==> config.mk <==
export PLATFORM = sky130hd
export DESIGN_NAME = ci_initiator_flat
export DESIGN_NICKNAME = d
export VERILOG_FILES = /design/src/rtl/ci_initiator_if.sv /design/src/rtl/ci_initiator.sv /design/src/flat_wrapper.sv
export SDC_FILE = /design/constraint.sdc
export NUM_CORES = 1
export LEC_CHECK = 0
export CORE_MARGIN = 2
export CORE_UTILIZATION = 32
export DETAILED_ROUTE_END_ITERATION = 10
export PLACE_DENSITY = 0.74
export SLEW_MARGIN = 15
export SYNTH_ARGS = -nofsm -noshare
export SYNTH_HDL_FRONTEND = slang
export SYNTH_SLANG_ARGS = --single-unit
==> constraint.sdc <==
create_clock -name clock -period 2.38 [get_ports clock]
set_input_delay 0.476 -clock clock [delete_from_list [all_inputs] [get_ports clock]]
set_output_delay 0.476 -clock clock [all_outputs]
set_load 0.02 [all_outputs]
==> src/rtl/ci_initiator_if.sv <==
// rtl/ci_initiator_if.sv - request/response and CI bus signals of the CI initiator
interface ci_initiator_if;
  logic        reqValid;
  logic        reqReady;
  logic [7:0]  reqCiN;
  logic [31:0] reqValueA;
  logic [31:0] reqValueB;
  logic        rspValid;
  logic        rspReady;
  logic [31:0] rspResult;
  logic        rspTimeout;
  logic        stall;
  logic        ciStart;
  logic [7:0]  ciN;
  logic [31:0] ciValueA;
  logic [31:0] ciValueB;
  logic        ciDone;
  logic [31:0] ciResult;
  logic        spuriousDone;

  modport master (
    input  reqValid, reqCiN, reqValueA, reqValueB, rspReady, stall, ciDone, ciResult,
    output reqReady, rspValid, rspResult, rspTimeout, ciStart, ciN, ciValueA, ciValueB,
           spuriousDone
  );

  modport slave (
    output reqValid, reqCiN, reqValueA, reqValueB, rspReady, stall, ciDone, ciResult,
    input  reqReady, rspValid, rspResult, rspTimeout, ciStart, ciN, ciValueA, ciValueB,
           spuriousDone
  );
endinterface

==> src/rtl/ci_initiator.sv <==
// rtl/ci_initiator.sv - single-outstanding custom-instruction initiator with timeout
module ci_initiator #(
  parameter int unsigned TIMEOUT_CYCLES = 1024
) (
  input  logic           clock,
  input  logic           reset,
  ci_initiator_if.master bus
);
  typedef enum logic [1:0] {IDLE, ISSUE, WAIT, RESP} state_t;

  localparam logic [15:0] LAST_COUNT = 16'(TIMEOUT_CYCLES - 1);

  state_t      state;
  state_t      state_next;
  logic [7:0]  n_q;
  logic [31:0] a_q;
  logic [31:0] b_q;
  logic [15:0] count;
  logic [31:0] result_q;
  logic        timeout_q;
  logic        spurious_q;
  logic        accept;
  logic        issue_go;
  logic        capture;
  logic        timed_out;
  logic        active;

  always_comb begin
    state_next = state;
    accept     = 1'b0;
    issue_go   = 1'b0;
    capture    = 1'b0;
    timed_out  = 1'b0;
    case (state)
      IDLE: begin
        if (bus.reqValid) begin
          accept     = 1'b1;
          state_next = ISSUE;
        end
      end
      ISSUE: begin
        if (!bus.stall) begin
          issue_go   = 1'b1;
          capture    = bus.ciDone;
          state_next = bus.ciDone ? RESP : WAIT;
        end
      end
      WAIT: begin
        // A done arriving on the final count still beats the timeout
        if (bus.ciDone) begin
          capture    = 1'b1;
          state_next = RESP;
        end else if (count == LAST_COUNT) begin
          timed_out  = 1'b1;
          state_next = RESP;
        end
      end
      RESP: begin
        if (bus.rspReady) state_next = IDLE;
      end
      default: state_next = IDLE;
    endcase
  end

  always_ff @(posedge clock or negedge reset) begin
    if (!reset) begin
      state      <= IDLE;
      n_q        <= 8'd0;
      a_q        <= 32'd0;
      b_q        <= 32'd0;
      count      <= 16'd0;
      result_q   <= 32'd0;
      timeout_q  <= 1'b0;
      spurious_q <= 1'b0;
    end else begin
      state <= state_next;
      if (accept) begin
        n_q <= bus.reqCiN;
        a_q <= bus.reqValueA;
        b_q <= bus.reqValueB;
      end
      // The start cycle itself counts as the first waited cycle
      if (issue_go) count <= 16'd1;
      else if (state == WAIT) count <= count + 16'd1;
      if (capture) begin
        result_q  <= bus.ciResult;
        timeout_q <= 1'b0;
      end else if (timed_out) begin
        result_q  <= 32'd0;
        timeout_q <= 1'b1;
      end
      if (bus.ciDone && (state == IDLE || state == RESP)) spurious_q <= 1'b1;
    end
  end

  assign active           = (state == ISSUE) || (state == WAIT);
  assign bus.reqReady     = (state == IDLE) && reset;
  assign bus.ciStart      = (state == ISSUE) && !bus.stall;
  assign bus.ciN          = active ? n_q : 8'd0;
  assign bus.ciValueA     = active ? a_q : 32'd0;
  assign bus.ciValueB     = active ? b_q : 32'd0;
  assign bus.rspValid     = (state == RESP);
  assign bus.rspResult    = result_q;
  assign bus.rspTimeout   = timeout_q;
  assign bus.spuriousDone = spurious_q;
endmodule
==> src/flat_wrapper.sv <==
// flat-port wrapper written by rule: the top's interface ports become plain ports
module ci_initiator_flat 
#(
  parameter int unsigned TIMEOUT_CYCLES = 1024
)
  (clock, reset, bus_reqValid, bus_reqCiN, bus_reqValueA, bus_reqValueB, bus_rspReady, bus_stall, bus_ciDone, bus_ciResult, bus_reqReady, bus_rspValid, bus_rspResult, bus_rspTimeout, bus_ciStart, bus_ciN, bus_ciValueA, bus_ciValueB, bus_spuriousDone);
  ci_initiator_if bus_i ();
  input  logic clock;
  input  logic reset;
  input wire logic [$bits(bus_i.reqValid)-1:0] bus_reqValid;
  input wire logic [$bits(bus_i.reqCiN)-1:0] bus_reqCiN;
  input wire logic [$bits(bus_i.reqValueA)-1:0] bus_reqValueA;
  input wire logic [$bits(bus_i.reqValueB)-1:0] bus_reqValueB;
  input wire logic [$bits(bus_i.rspReady)-1:0] bus_rspReady;
  input wire logic [$bits(bus_i.stall)-1:0] bus_stall;
  input wire logic [$bits(bus_i.ciDone)-1:0] bus_ciDone;
  input wire logic [$bits(bus_i.ciResult)-1:0] bus_ciResult;
  output wire logic [$bits(bus_i.reqReady)-1:0] bus_reqReady;
  output wire logic [$bits(bus_i.rspValid)-1:0] bus_rspValid;
  output wire logic [$bits(bus_i.rspResult)-1:0] bus_rspResult;
  output wire logic [$bits(bus_i.rspTimeout)-1:0] bus_rspTimeout;
  output wire logic [$bits(bus_i.ciStart)-1:0] bus_ciStart;
  output wire logic [$bits(bus_i.ciN)-1:0] bus_ciN;
  output wire logic [$bits(bus_i.ciValueA)-1:0] bus_ciValueA;
  output wire logic [$bits(bus_i.ciValueB)-1:0] bus_ciValueB;
  output wire logic [$bits(bus_i.spuriousDone)-1:0] bus_spuriousDone;
  assign bus_i.reqValid = bus_reqValid;
  assign bus_i.reqCiN = bus_reqCiN;
  assign bus_i.reqValueA = bus_reqValueA;
  assign bus_i.reqValueB = bus_reqValueB;
  assign bus_i.rspReady = bus_rspReady;
  assign bus_i.stall = bus_stall;
  assign bus_i.ciDone = bus_ciDone;
  assign bus_i.ciResult = bus_ciResult;
  assign bus_reqReady = bus_i.reqReady;
  assign bus_rspValid = bus_i.rspValid;
  assign bus_rspResult = bus_i.rspResult;
  assign bus_rspTimeout = bus_i.rspTimeout;
  assign bus_ciStart = bus_i.ciStart;
  assign bus_ciN = bus_i.ciN;
  assign bus_ciValueA = bus_i.ciValueA;
  assign bus_ciValueB = bus_i.ciValueB;
  assign bus_spuriousDone = bus_i.spuriousDone;
  ci_initiator #(.TIMEOUT_CYCLES(TIMEOUT_CYCLES)) u_core (.clock(clock), .reset(reset), .bus(bus_i));
endmodule
Word-level counts from Yosys, hierarchy flattened:

Index checks and enable logic that the tools add are counted.

* add/sub/neg operators: 1
* mux-type cells: 26
* reduce and logical (&&, ||, !) cells: 10
* equal/unequal tests: 8

Operators with widths (number)
* $mux W32: 4
* $mux W16: 2
* $add A16 B1 Y16 const B: 1
* $eq A16 B10 Y1 const B: 1
* $mux W1: 12
* $mux W2: 5
* $mux W8: 1
* $pmux W2 S4: 1
* $ne A2 B2 Y1 const B: 3
* $eq A2 B2 Y1 const B: 2
* $reduce_and A4 Y1: 1
* $reduce_bool A2 Y1: 2
* $logic_and A1 B1 Y1: 3
* $ne A3 B2 Y1 const B: 1
* $eq A2 B1 Y1 const B: 1
* $logic_not A2 Y1: 1
* $logic_or A1 B1 Y1: 2
* $pmux W1 S2: 1
* $logic_not A1 Y1: 1

* logic and storage cells: 53
* output and inout bits: 109
* input bits: 110
* bits in registers: 124

Logic depth before layout (Yosys ltp):

* depth in word-level cells: 6
* gate-level depth with buffers: 9
* depth with buffers taken out: 6

Worst setup path before layout:

OpenSTA, ideal clock, no wires.

* path type: register to register
* start point: reg u_core.state[1]
* end point: reg u_core.result_q[10] (netlist: u_core.bus.rspResult[10])
* slack: 0.398 ns
* data arrival time: 1.862 ns
* stages on the path, launching flop included: 10
* setup time: 0.121 ns
* cells stage by stage: dfrtp_1 > inv_1 > ha_1 > nor2b_1 > clkbuf_1 > o211a_1 > clkbuf_1 > a21oi_1 > buf_2 > a22o_1

* longest elaborated chain between the ends: 3
* elaborated cells on any way between the ends: 6
* classes of those cells: eq/ne: 2; mux: 3; reduce/logical: 1

Ends and longest elaborated chain
* start: declaration: RTL line ci_initiator.sv:13 `state_t state;`
* start signal: assignment: RTL line ci_initiator.sv:76 `state <= state_next;`
* $eq A2 B2 Y1 or $eq A2 B1 Y1 (tied branches): RTL line ci_initiator.sv:34 `case (state)`
* $pmux W1 S2 or $mux W1 (tied branches): RTL line ci_initiator.sv:34
* $mux W32 or $reduce_bool A2 Y1 (tied branches)
* end signal: assignment: RTL line ci_initiator.sv:86 `result_q <= bus.ciResult;`
* end: declaration: RTL line ci_initiator.sv:19 `logic [31:0] result_q;`

Parallel ways exist; a longest one is shown, timed or not.
A chain may end at the register's enable or synchronous reset.

Worst setup path after layout:

* start point: reg u_core.state[0]
* end point: out bus_ciN[2]

* longest elaborated chain between the ends: 3
* elaborated cells on any way between the ends: 4
* classes of those cells: eq/ne: 2; mux: 1; reduce/logical: 1

Ends and longest elaborated chain
* $eq A2 B1 Y1 or $eq A2 B2 Y1 (tied branches): RTL line ci_initiator.sv:96 `assign active = (state == ISSUE) || (state == WAIT);`
* $logic_or A1 B1 Y1 *: RTL line ci_initiator.sv:96
* $mux W8 *: RTL line ci_initiator.sv:99 `assign bus.ciN = active ? n_q : 8'd0;`
* end: declaration: RTL line flat_wrapper.sv:23 `output wire logic [$bits(bus_i.ciN)-1:0] bus_ciN;`

Every way passes the cells marked *; elsewhere a longest branch is shown, timed or not.

==> flow_summary.ini <==
[setup_path]
timing.rr.end = u_core.bus.rspResult[23]
cp-end-kind = primary output
reg2reg_from = u_core.state[1]
critical_path_class = flip-flop to primary output
r2r_cells = 8
cp_max_fo = 24
r2r_slack_ns = 0.29
startpoint = u_core.state[0]
required_ns = 1.90
arrival_ns = 1.83
crit_path_start_kind = flip-flop

[cts]
cts_tree = yes
numCtsBuffers = 17
cts-htree-levels = 4
clkTransAtPathRegs_ns = 0.06
root_buffer = clkbuf_16
clock_sinks = 124
ctsHoldBuffers = 0
cts_setup_buffers = 0
clock_latency_ns = 0.41
clock_path_buffers = 2

[global_routing]
gr-total-overflow = 0
grt_max_degree = 125
grt_pass1_wl_mm = 22.3
grt_pass1_vias = 4261
track_usage_pct = 15.8
grt_antenna_before_repair = 0

[route]
drc = 0
vias = 4006
wl_per_cell_um = 15.4
ant_nets = 0
totalWireLength_mm = 13.5
drt_iter0_drc = 137
first_pass_iters = 4
routed_via_density = 4.57

[die]
die-area_sq_um = 17800
coreArea_sq_um = 16500
fp-row-count = 47
io_pins = 219
die_y_um = 133
start_util_pct = 32.5
die_w_um = 133

[place]
port_buffers = 218
routabilityCongestion = 0.784
dpl_cell_area_sq_um = 7840
dp_hpwl_mm = 9.13

[timing]
skew_ns = 0.00786
fin_crit_ns = 2.31
fin_crit_sh_pct = 96.9
hold_ws_ns = 0.165
hold_violations = 0
setup_viol = 0
slew_viol_final = 0
slew_headroom_pct = 56.3
worst_pin_slew_ns = 0.655
fmax_mhz = 433
rsz0062_at_grt = yes

[run]
cap_violations = 0

[synthesis]
yosysTopAreaCellShare_pct = 58.0
syn_area_sq_um = 5350
ys_types = 32
synth.net_count = 535
synth-seq-cells = 124
synth_warnings = 0
netlist_instances = 419
ys_seq_area_share_pct = 58.0
synth.avg_cell_area_sq_um = 12.8
synth_area_leaders = dfrtp_1 58%, mux2_2 15%, and2_1 8.5%, a22o_1 5.2%, clkbuf_1 1.5%
yosysTopAreaCell = dfrtp_1

[power_and_ir_drop]
p_per_area_nw_per_um2 = 1530
cellLeakagePower_nw = 3.69
ir_drop_mv = 0.684

[finish]
register_area_sq_um = 3100
antenna_cells = 0
final_nets = 759
drive_gt1_share_pct = 30.0
nFillCells = 1448
area_growth_pct = 56.1
fin_area_sq_um = 8350
layout_common_cells = 143 x clkdlybuf4s50_1, 124 x dfrtp_1, 73 x and2_1, 73 x mux2_2, 34 x clkbuf_2
final_common_cell = clkdlybuf4s50_1
multi_input_area_sq_um = 2130

[run_status]
outcome = completed

[worst_hold_path]
min_path_type = input pin to async pin
-- sequential cells by signal, indices dropped and copies added (netlist names) --
| register | flops |
|---|---|
| u_core.count | 16 |
| u_core.n_q | 8 |
| u_core.state | 2 |
| u_core.a_q | 32 |
| u_core.b_q | 32 |
| u_core.bus.spuriousDone | 1 |
| u_core.bus.rspResult | 32 |
| u_core.bus.rspTimeout | 1 |
-- power by group --
group	total, mW	internal [mW]	switching (mW)
clock	2.78	1.82	0.963
combinational	6.52	3.15	3.37
sequential	3.51	3.05	0.465
-- repair_timing --
item	in CTS	in global routing
cloned	1	0
setup endpoints to repair	73	53
pin swaps	0	1
resized for setup	183	50
-- worst max-delay path, cell delays in order (launching register included) --
cell	delay [ns]
dfrtp_1	0.38
inv_1	0.10
ha_4	0.36
buf_16	0.18
and2_1	0.14
clkdlybuf4s15_2	0.26
-- Yosys cell counts --
master     number
dfrtp_1       124
and2_1         73
mux2_2         73
a22o_1         32
clkbuf_1       22
nor2_1         16
xnor2_1         9
inv_1           8
nand2_1         7
ha_1            6
a21oi_1         5
nor3_1          5
nor4_1          5
nand3_1         4
nand4_1         4
buf_2           3
xor2_1          3
mux2i_1         2
nor2b_1         2
o21ai_0         2
or3_1           2
or4_4           2
a211o_1         1
a211oi_1        1
a21o_1          1
a22oi_1         1
and2b_2         1
buf_4           1
nand2b_1        1
nand4bb_2       1
o211a_1         1
o221ai_1        1
-- layer usage --
layer  vias to the layer above  wire length [um]  GRT usage (%)
met3                        29               651           3.73
met2                       144              6670           25.9
met1                      1933              5730           19.6
met5                         -                 0              0
li1                       1900                 -              -
met4                         0               435           7.80
-- cell type report --
cell class	instances	share of cell area [%]
clock buffers	20	5.47
inverters	8	0.360
clock inverters	12	2.22
well taps	220	3.30
flip-flops and latches	124	37.2
repair buffers	231	25.9
multi-input cells	261	25.6
-- cell families (layout without fill, tap and decap cells) --
kind of cell               after synthesis  in the layout  share of synthesized area, %
AOI/OAI and AO/OA                       45             45                          6.83
xor gates and xnor gates                12             12                          1.97
adders and majority gates                6              6                          1.40
buffers and inverters                   34            271                          2.53
DFF                                    124            124                          58.0
muxes                                   75             75                          15.7
and+or+nand+nor                        123            123                          13.5
-- through the flow --
stage | power (mW) | setup TNS, ns | setup slack (ns) | util, % | cells
after floorplan | 7.25 | 0 | 0.398 | - | 419
after global placement | 10.4 | 0 | 0.0948 | 47.6 | 843
after detailed placement | 10.5 | 0 | 0.0860 | 47.6 | 843
after CTS | 13.2 | -0.0209 | -0.0209 | 52.0 | 876
after global routing | 13.5 | -0.00553 | -0.00419 | 50.7 | 876
final | 12.8 | 0 | 0.0730 | 50.7 | 876
-- worst max-delay path by stage --
stage / endpoint / slack [ns]
3_3_place_gp: bus_ciValueA[28] / 0.09
2_1_floorplan: u_core.bus.rspResult[10] / 0.40
5_1_grt: bus_ciN[2] / -0.004
3_5_place_dp: bus_ciN[5] / 0.09
6_report: bus_ciN[2] / 0.07
4_1_cts: bus_ciN[5] / -0.02
Note: power is estimated with default switching activity, not from simulation.
